==> src/rtl/spi_slave_fsm.sv <==
// SPI slave transaction engine: decodes an address + R/W command, then writes
// one byte to memory or shifts one byte out on MISO.
module spi_slave_fsm #(
  parameter int unsigned ADDR_WIDTH = 7,
  parameter int unsigned DATA_WIDTH = 8
) (
  input  logic                  clk,
  input  logic                  rst_n,
  input  logic                  cs_n,
  input  logic                  sclk_pe,
  input  logic                  sclk_ne,
  input  logic                  mosi,
  input  logic [DATA_WIDTH-1:0] mem_rdata,
  output logic [ADDR_WIDTH-1:0] mem_addr,
  output logic                  mem_we,
  output logic [DATA_WIDTH-1:0] mem_wdata,
  output logic                  miso,
  output logic                  miso_oe,
  output logic                  xfer_done
);

  localparam int unsigned CmdWidth   = ADDR_WIDTH + 1;
  localparam int unsigned ShiftWidth = (CmdWidth > DATA_WIDTH) ? CmdWidth : DATA_WIDTH;
  localparam int unsigned CntWidth   = $clog2(ShiftWidth + 1);

  typedef enum logic [2:0] {
    StIdle,
    StGetCmd,
    StReadLoad,
    StReadShift,
    StWriteShift,
    StWriteCommit,
    StDone
  } state_e;

  state_e                state_q, state_d;
  logic [CntWidth-1:0]   cnt_q, cnt_d;
  // Holds the bits received so far; the newest bit comes straight from mosi,
  // so shift_in is the full ShiftWidth-bit shift register value.
  logic [ShiftWidth-2:0] shift_q, shift_d;
  logic [ShiftWidth-1:0] shift_in;
  logic [DATA_WIDTH-1:0] out_q, out_d;
  logic [ADDR_WIDTH-1:0] addr_q, addr_d;
  logic [DATA_WIDTH-1:0] wdata_q, wdata_d;
  logic                  we_q, we_d;
  logic                  done_q, done_d;
  logic                  miso_q, miso_d;

  assign shift_in = {shift_q, mosi};

  always_comb begin
    state_d = state_q;
    cnt_d   = cnt_q;
    shift_d = shift_q;
    out_d   = out_q;
    addr_d  = addr_q;
    wdata_d = wdata_q;
    miso_d  = miso_q;
    we_d    = 1'b0;
    done_d  = 1'b0;

    if (cs_n) begin
      state_d = StIdle;
      cnt_d   = '0;
      miso_d  = 1'b0;
    end else begin
      unique case (state_q)
        StIdle: begin
          cnt_d   = '0;
          state_d = StGetCmd;
        end
        StGetCmd: begin
          if (sclk_pe) begin
            shift_d = shift_in[ShiftWidth-2:0];
            cnt_d   = cnt_q + 1'b1;
            if (cnt_q == CntWidth'(CmdWidth - 1)) begin
              addr_d  = shift_in[CmdWidth-1:1];
              cnt_d   = '0;
              state_d = shift_in[0] ? StReadLoad : StWriteShift;
            end
          end
        end
        StReadLoad: begin
          out_d   = mem_rdata;
          state_d = StReadShift;
        end
        StReadShift: begin
          // A coincident falling-edge pulse loses to the rising edge.
          if (sclk_pe) begin
            cnt_d = cnt_q + 1'b1;
            if (cnt_q == CntWidth'(DATA_WIDTH - 1)) begin
              cnt_d   = '0;
              done_d  = 1'b1;
              state_d = StDone;
            end
          end else if (sclk_ne) begin
            miso_d = out_q[DATA_WIDTH-1];
            out_d  = {out_q[DATA_WIDTH-2:0], 1'b0};
          end
        end
        StWriteShift: begin
          if (sclk_pe) begin
            shift_d = shift_in[ShiftWidth-2:0];
            cnt_d   = cnt_q + 1'b1;
            if (cnt_q == CntWidth'(DATA_WIDTH - 1)) begin
              cnt_d   = '0;
              wdata_d = shift_in[DATA_WIDTH-1:0];
              we_d    = 1'b1;
              done_d  = 1'b1;
              state_d = StWriteCommit;
            end
          end
        end
        StWriteCommit: state_d = StDone;
        StDone:        state_d = StDone;
        default:       state_d = StIdle;
      endcase
    end
  end

  always_ff @(posedge clk or negedge rst_n) begin
    if (!rst_n) begin
      state_q <= StIdle;
      cnt_q   <= '0;
      shift_q <= '0;
      out_q   <= '0;
      addr_q  <= '0;
      wdata_q <= '0;
      we_q    <= 1'b0;
      done_q  <= 1'b0;
      miso_q  <= 1'b0;
    end else begin
      state_q <= state_d;
      cnt_q   <= cnt_d;
      shift_q <= shift_d;
      out_q   <= out_d;
      addr_q  <= addr_d;
      wdata_q <= wdata_d;
      we_q    <= we_d;
      done_q  <= done_d;
      miso_q  <= miso_d;
    end
  end

  assign mem_addr  = addr_q;
  assign mem_wdata = wdata_q;
  assign mem_we    = we_q;
  assign xfer_done = done_q;
  assign miso      = miso_q;
  assign miso_oe   = (state_q == StReadShift);

endmodule

==> config.mk <==
export PLATFORM = sky130hd
export DESIGN_NAME = spi_slave_fsm
export DESIGN_NICKNAME = d
export VERILOG_FILES = /design/src/rtl/spi_slave_fsm.sv
export SDC_FILE = /design/constraint.sdc
export NUM_CORES = 1
export LEC_CHECK = 0
export BUFFER_PORTS_ARGS = -buffer_cell sky130_fd_sc_hd__clkbuf_2
export CORE_UTILIZATION = 51
export CTS_BUF_LIST = sky130_fd_sc_hd__clkbuf_8
export DETAILED_ROUTE_END_ITERATION = 10
export PLACE_DENSITY = 0.78
export SYNTH_ARGS = -nofsm -noshare
export SYNTH_HDL_FRONTEND = slang
export SYNTH_SLANG_ARGS = --single-unit
==> constraint.sdc <==
create_clock -name clk -period 1.8 [get_ports clk]
set_clock_uncertainty 0.05 [all_clocks]
set_input_delay 0.09 -clock clk [delete_from_list [all_inputs] [get_ports clk]]
set_output_delay 0.09 -clock clk [all_outputs]
set_load 0.1 [all_outputs]
Yosys cells after proc, flatten, opt, wreduce, memory -nomap -nowiden
Cells that the tools add are included.

cells by class
  add/sub/neg operators = 1
  multipliers = 0
  div/mod/pow operators = 0
  order comparisons = 0
  equal/unequal tests = 17
  shift operators = 0
  muxes and demuxes = 26
  bitwise logic cells = 1
  reductions and logical operators = 16

operators with widths
  operator             count
  $mux 3               8
  $pmux 3 s6           1
  $mux 8               2
  $pmux 8 s2           1
  $ne 3x3->1 const B   5
  $mux 4               3
  $reduce_and 4->1     3
  $mux 1               10
  $eq 3x3->1 const B   3
  $pmux 4 s2           1
  $eq 3x2->1 const B   2
  $ne 2x2->1 const B   3
  $reduce_and 3->1     2
  $reduce_and 6->1     1
  $reduce_bool 2->1    3
  $reduce_or 2->1      3
  $add 4x1->4 const B  1
  $eq 4x3->1 const B   1
  $eq 3x1->1 const B   1
  $logic_not 3->1      1
  $ne 3x1->1 const B   1
  $ne 3x2->1 const B   1
  $reduce_bool 3->1    1
  $reduce_or 3->1      1
  2 further kinds      2

storage, ports and cells
  register bits = 40
  latch bits = 0
  memory bits (writable) = 0
  ROM bits = 0
  input port bits = 14
  output and inout port bits = 19
  logic and storage cells = 70
  memories kept = 0

Longest topological paths before layout
  depth after elaboration = 5
  mapped depth = 6

Worst setup path before layout
Ideal clock, no wire load.

  path type = flip-flop to flip-flop
  start = register cnt_q[0]
  end = register wdata_q[0], in the netlist mem_wdata[0]
  library setup time = 0.126 ns
  data arrival time = 1.750 ns
  setup slack = -0.126 ns
  stages on the path, launching flop included = 7
  clock period less this slack = 1.926 ns
  cells stage by stage = dfrtp_1 > ha_1 > nand2_1 > or2_1 > buf_6 > nor3_4 > mux2_4

between the ends
  word-level cells in the longest chain between the ends = 2

RTL lines
  what                        RTL line  text
  from (decl)                 37        logic [CntWidth-1:0] cnt_q, cnt_d;
  from (signal assigned)      134       cnt_q <= cnt_d;
  $eq 4x3->1                  105       if (cnt_q == CntWidth'(DATA_WIDTH - 1)) begin
  $reduce_and 4->1 (no line)  --
  to (signal assigned)        138       wdata_q <= wdata_d;
  to (decl)                   44        logic [DATA_WIDTH-1:0] wdata_q, wdata_d;

No other way between the ends.
A chain may end at the register's enable or synchronous reset.

Worst setup path in the final report
  start = register cnt_q[1]
  end = register addr_q[6], in the netlist mem_addr[6]

between the ends
  word-level cells in the longest chain between the ends = 2

RTL lines
  what                        RTL line  text
  $eq 4x3->1                  76        if (cnt_q == CntWidth'(CmdWidth - 1)) begin
  $reduce_and 4->1 (no line)  --
  to (signal assigned)        137       addr_q <= addr_d;
  to (decl)                   43        logic [ADDR_WIDTH-1:0] addr_q, addr_d;

No other way between the ends.

==> flow_summary_export.csv <==
group,metric,value,unit
detailed_routing,via_count,1321,
place,gp_congestion,0.799,
grt,met1_usage,26.1,%
place,hpwl,2.43,mm
clock_network,cts.reportedPaths.clkPinSlew,0.08,ns
finish,diodes,0,
yosys,synth.area.top_cells,"dfrtp_1, mux2_2, mux2_4",
critical_path,end_kind,"flip-flop",
yosys,ys.warnings.count,0,
yosys,ys_seq_elements,40,
yosys,yosysUniqueCellTypes,37,
grt,top_usage_layer,"met2",
clock_network,cts_tree,"yes",
grt,use_met2,34.3,%
yosys,synth_edf_count,0,
yosys,seq_area_frac_synth,55.2,%
yosys,synth-main-ff-cell,"dfrtp_1",
sta,min_period,1.76,ns
grt,grt_pass1_vias,1247,
grt,antenna_found_initial,0,
yosys,syn-cell-area,1810,µm²
yosys,synth_top_area_share,55.2,%
yosys,yosys.area.top_type,"dfrtp_1",
job,drv_cap,0,
detailed_routing,routed_wl,3.46,mm
finish,drive_above_1_share,38.0,%
hold_path,min_from,"mem_rdata[0]",
grt,grt.total_usage,21.1,%
sta,slew_violations,0,
clock_network,cts_made_buffers,5,
finish,final_nets,219,
critical_path,crit_path_max_fanout,7,
critical_path,crit_start,"cnt_q[1]",
yosys,synth_nets,168,
clock_network,root_buffer,"clkbuf_8",
sta,period_share,97.6,%
grt,grt_first_pass_wirelength,5.62,mm
power,power_per_cell_area,853,nW/µm²
detailed_routing,drt_iter0_drc,71,
detailed_routing,drtPass1Iterations,4,
sta,setup_viol,0,
yosys,avgSynthCellArea,11.8,µm²
critical_path,startpoint_type,"flip-flop",
sta,fin_ws,0.0430,ns
finish,areaGrowthSynthToFinish,26.8,%
die,initial_utilization,53.9,%
critical_path,regToRegSetupSlack,0.04,ns
detailed_routing,via_per_inst,5.26,
clock_network,clockBufferDepth,2,
detailed_routing,drc,0,
clock_network,htreeDepth,2,
yosys,syn_inst,153,
power,power,1.96,mW
detailed_routing,ant_nets,0,
die,dieArea,3800,µm²
grt,grt_start_max_net_pins,28,
power,ir_drop,632,µV
place,place_ws,-0.0140,ns
sta,rsz0062_at_grt,"true",
critical_path,timing.rr.start,"cnt_q[1]",
sta,hold_slack,0.0115,ns
sta,hold_violations,0,
die,num_rows,21,
critical_path,crit_type,"reg -> reg",
clock_network,clock_sinks,40,
sta,worstMarginPinSlew,0.550,ns
sta,relSlewSlack,63.5,%
power,p_leak,1.15,nW
die,die_x,61.6,µm
die,dieHeight,61.6,µm
die,core,3360,µm²
yosys,async_reset_ff_share,100,%
clock_network,post_cts_buffers,0,
critical_path,crit_required,1.93,ns
grt,grt_util_met3,5.46,%
detailed_routing,routedWlPerCell,13.8,µm
place,io_buffers,32,
die,pin_count,33,
critical_path,worstPathArrival,1.89,ns
clock_network,clock_latency,0.29,ns
outcome,status,"complete, no violations",
hold_path,worstHoldPathType,"in -> reg",
grt,grt_overflow,0,
sta,fmax,0.569,GHz
finish,fin_util,68.3,%
## placed cells by master, fill, tap and decap left out, types with 5 or more instances in the layout
master	n
dfrtp_1	40
clkbuf_2	31
nand2_1	16
nor2_1	14
mux2_2	10
buf_4	10
mux2_4	9
a21oi_1	7
a31oi_1	7
dlygate4sd3_1	7
clkbuf_8	5
## path summary, 6_finish.rpt
check / end / cells past startpoint
worst min register to register: mem_addr[5] / 1
worst max register to register: mem_addr[6] / 6
worst max-delay path: mem_addr[6] / 6
max in group asynchronous: mem_addr[2] / 3
min in group asynchronous: cnt_q[1] / 2
worst min-delay path: out_q[0] / 3
## cell families (layout without fill, tap and decap cells)
group                    after synthesis  count (layout)  synth area share, %
XOR/XNOR                               1               1                0.483
adder cells (fa/ha/maj)                1               1                0.690
AND/OR/NAND/NOR                       51              51                 14.8
multiplexers                          24              24                 16.5
flip-flops                            40              40                 55.2
AO/OA/AOI/OAI                         26              26                 9.18
buffers and inverters                 10              62                 3.17
## sequential cells by signal (all words and copies together) (netlist names)
| name | count |
|---|---|
| mem_wdata | 8 |
| out_q | 8 |
| mem_addr | 7 |
| shift_q | 7 |
| cnt_q | 4 |
| state_q | 3 |
| mem_we | 1 |
| miso | 1 |
| xfer_done | 1 |
## Yosys cell counts, types with 2 or more instances
cell type,n
nor2_1,14
clkbuf_1,2
nand3_1,4
nand2b_1,4
mux2_1,4
mux2_2,11
buf_6,2
nand2_1,17
a21oi_1,7
o21ai_0,3
dfrtp_1,40
inv_1,3
nor3_1,2
mux2_4,8
and2_1,2
nand3b_1,2
a211oi_1,2
a31oi_1,7
## routing by layer
layer | vias up | share of wire (%)
met5 | - | 0
met4 | 0 | 2.1
met3 | 9 | 5.1
met2 | 39 | 47
met1 | 636 | 46
li1 | 637 | -
## area by class of cell
cell class	count	area, µm²
Tap cell	46	57.6
Clock inverter	3	38.8
Timing Repair Buffer	51	352
Sequential cell	40	1000
Inverter	3	15.0
Fill cell	281	1060
Clock buffer	5	68.8
Multi-Input combinational cell	103	766
## per-stage QoR
step	cells	setup TNS, ns	instance area [µm²]
after detailed placement	236	-0.0314	2110
after CTS	250	0	2280
after global routing	251	-0.0811	2300
after floorplan	153	-0.502	1830
after global placement	236	0	2110
final	251	0	2300
## worst max-delay path, cell delays in order, from the launching register on
cell and delay (ns):
dfrtp_1 0.39, ha_2 0.20, nand2_2 0.06, or2_4 0.27, nor4_4 0.16, buf_6 0.18
mux2_2 0.33
## power breakdown
group          internal [mW]  switching, mW
clock                  0.406          0.302
combinational          0.103         0.0893
sequential             0.986         0.0753
total                   1.49          0.466
## what timing repair did
| action | in CTS | in global routing |
|---|---|---|
| endpoints found under the hold margin | 18 | 1 |
| setup endpoints to repair | 6 | 7 |
| gates cloned | 0 | 0 |
| resized for setup | 1 | 1 |
| hold buffers | 6 | 1 |
No activity file was read; power rests on OpenSTA's default activity.
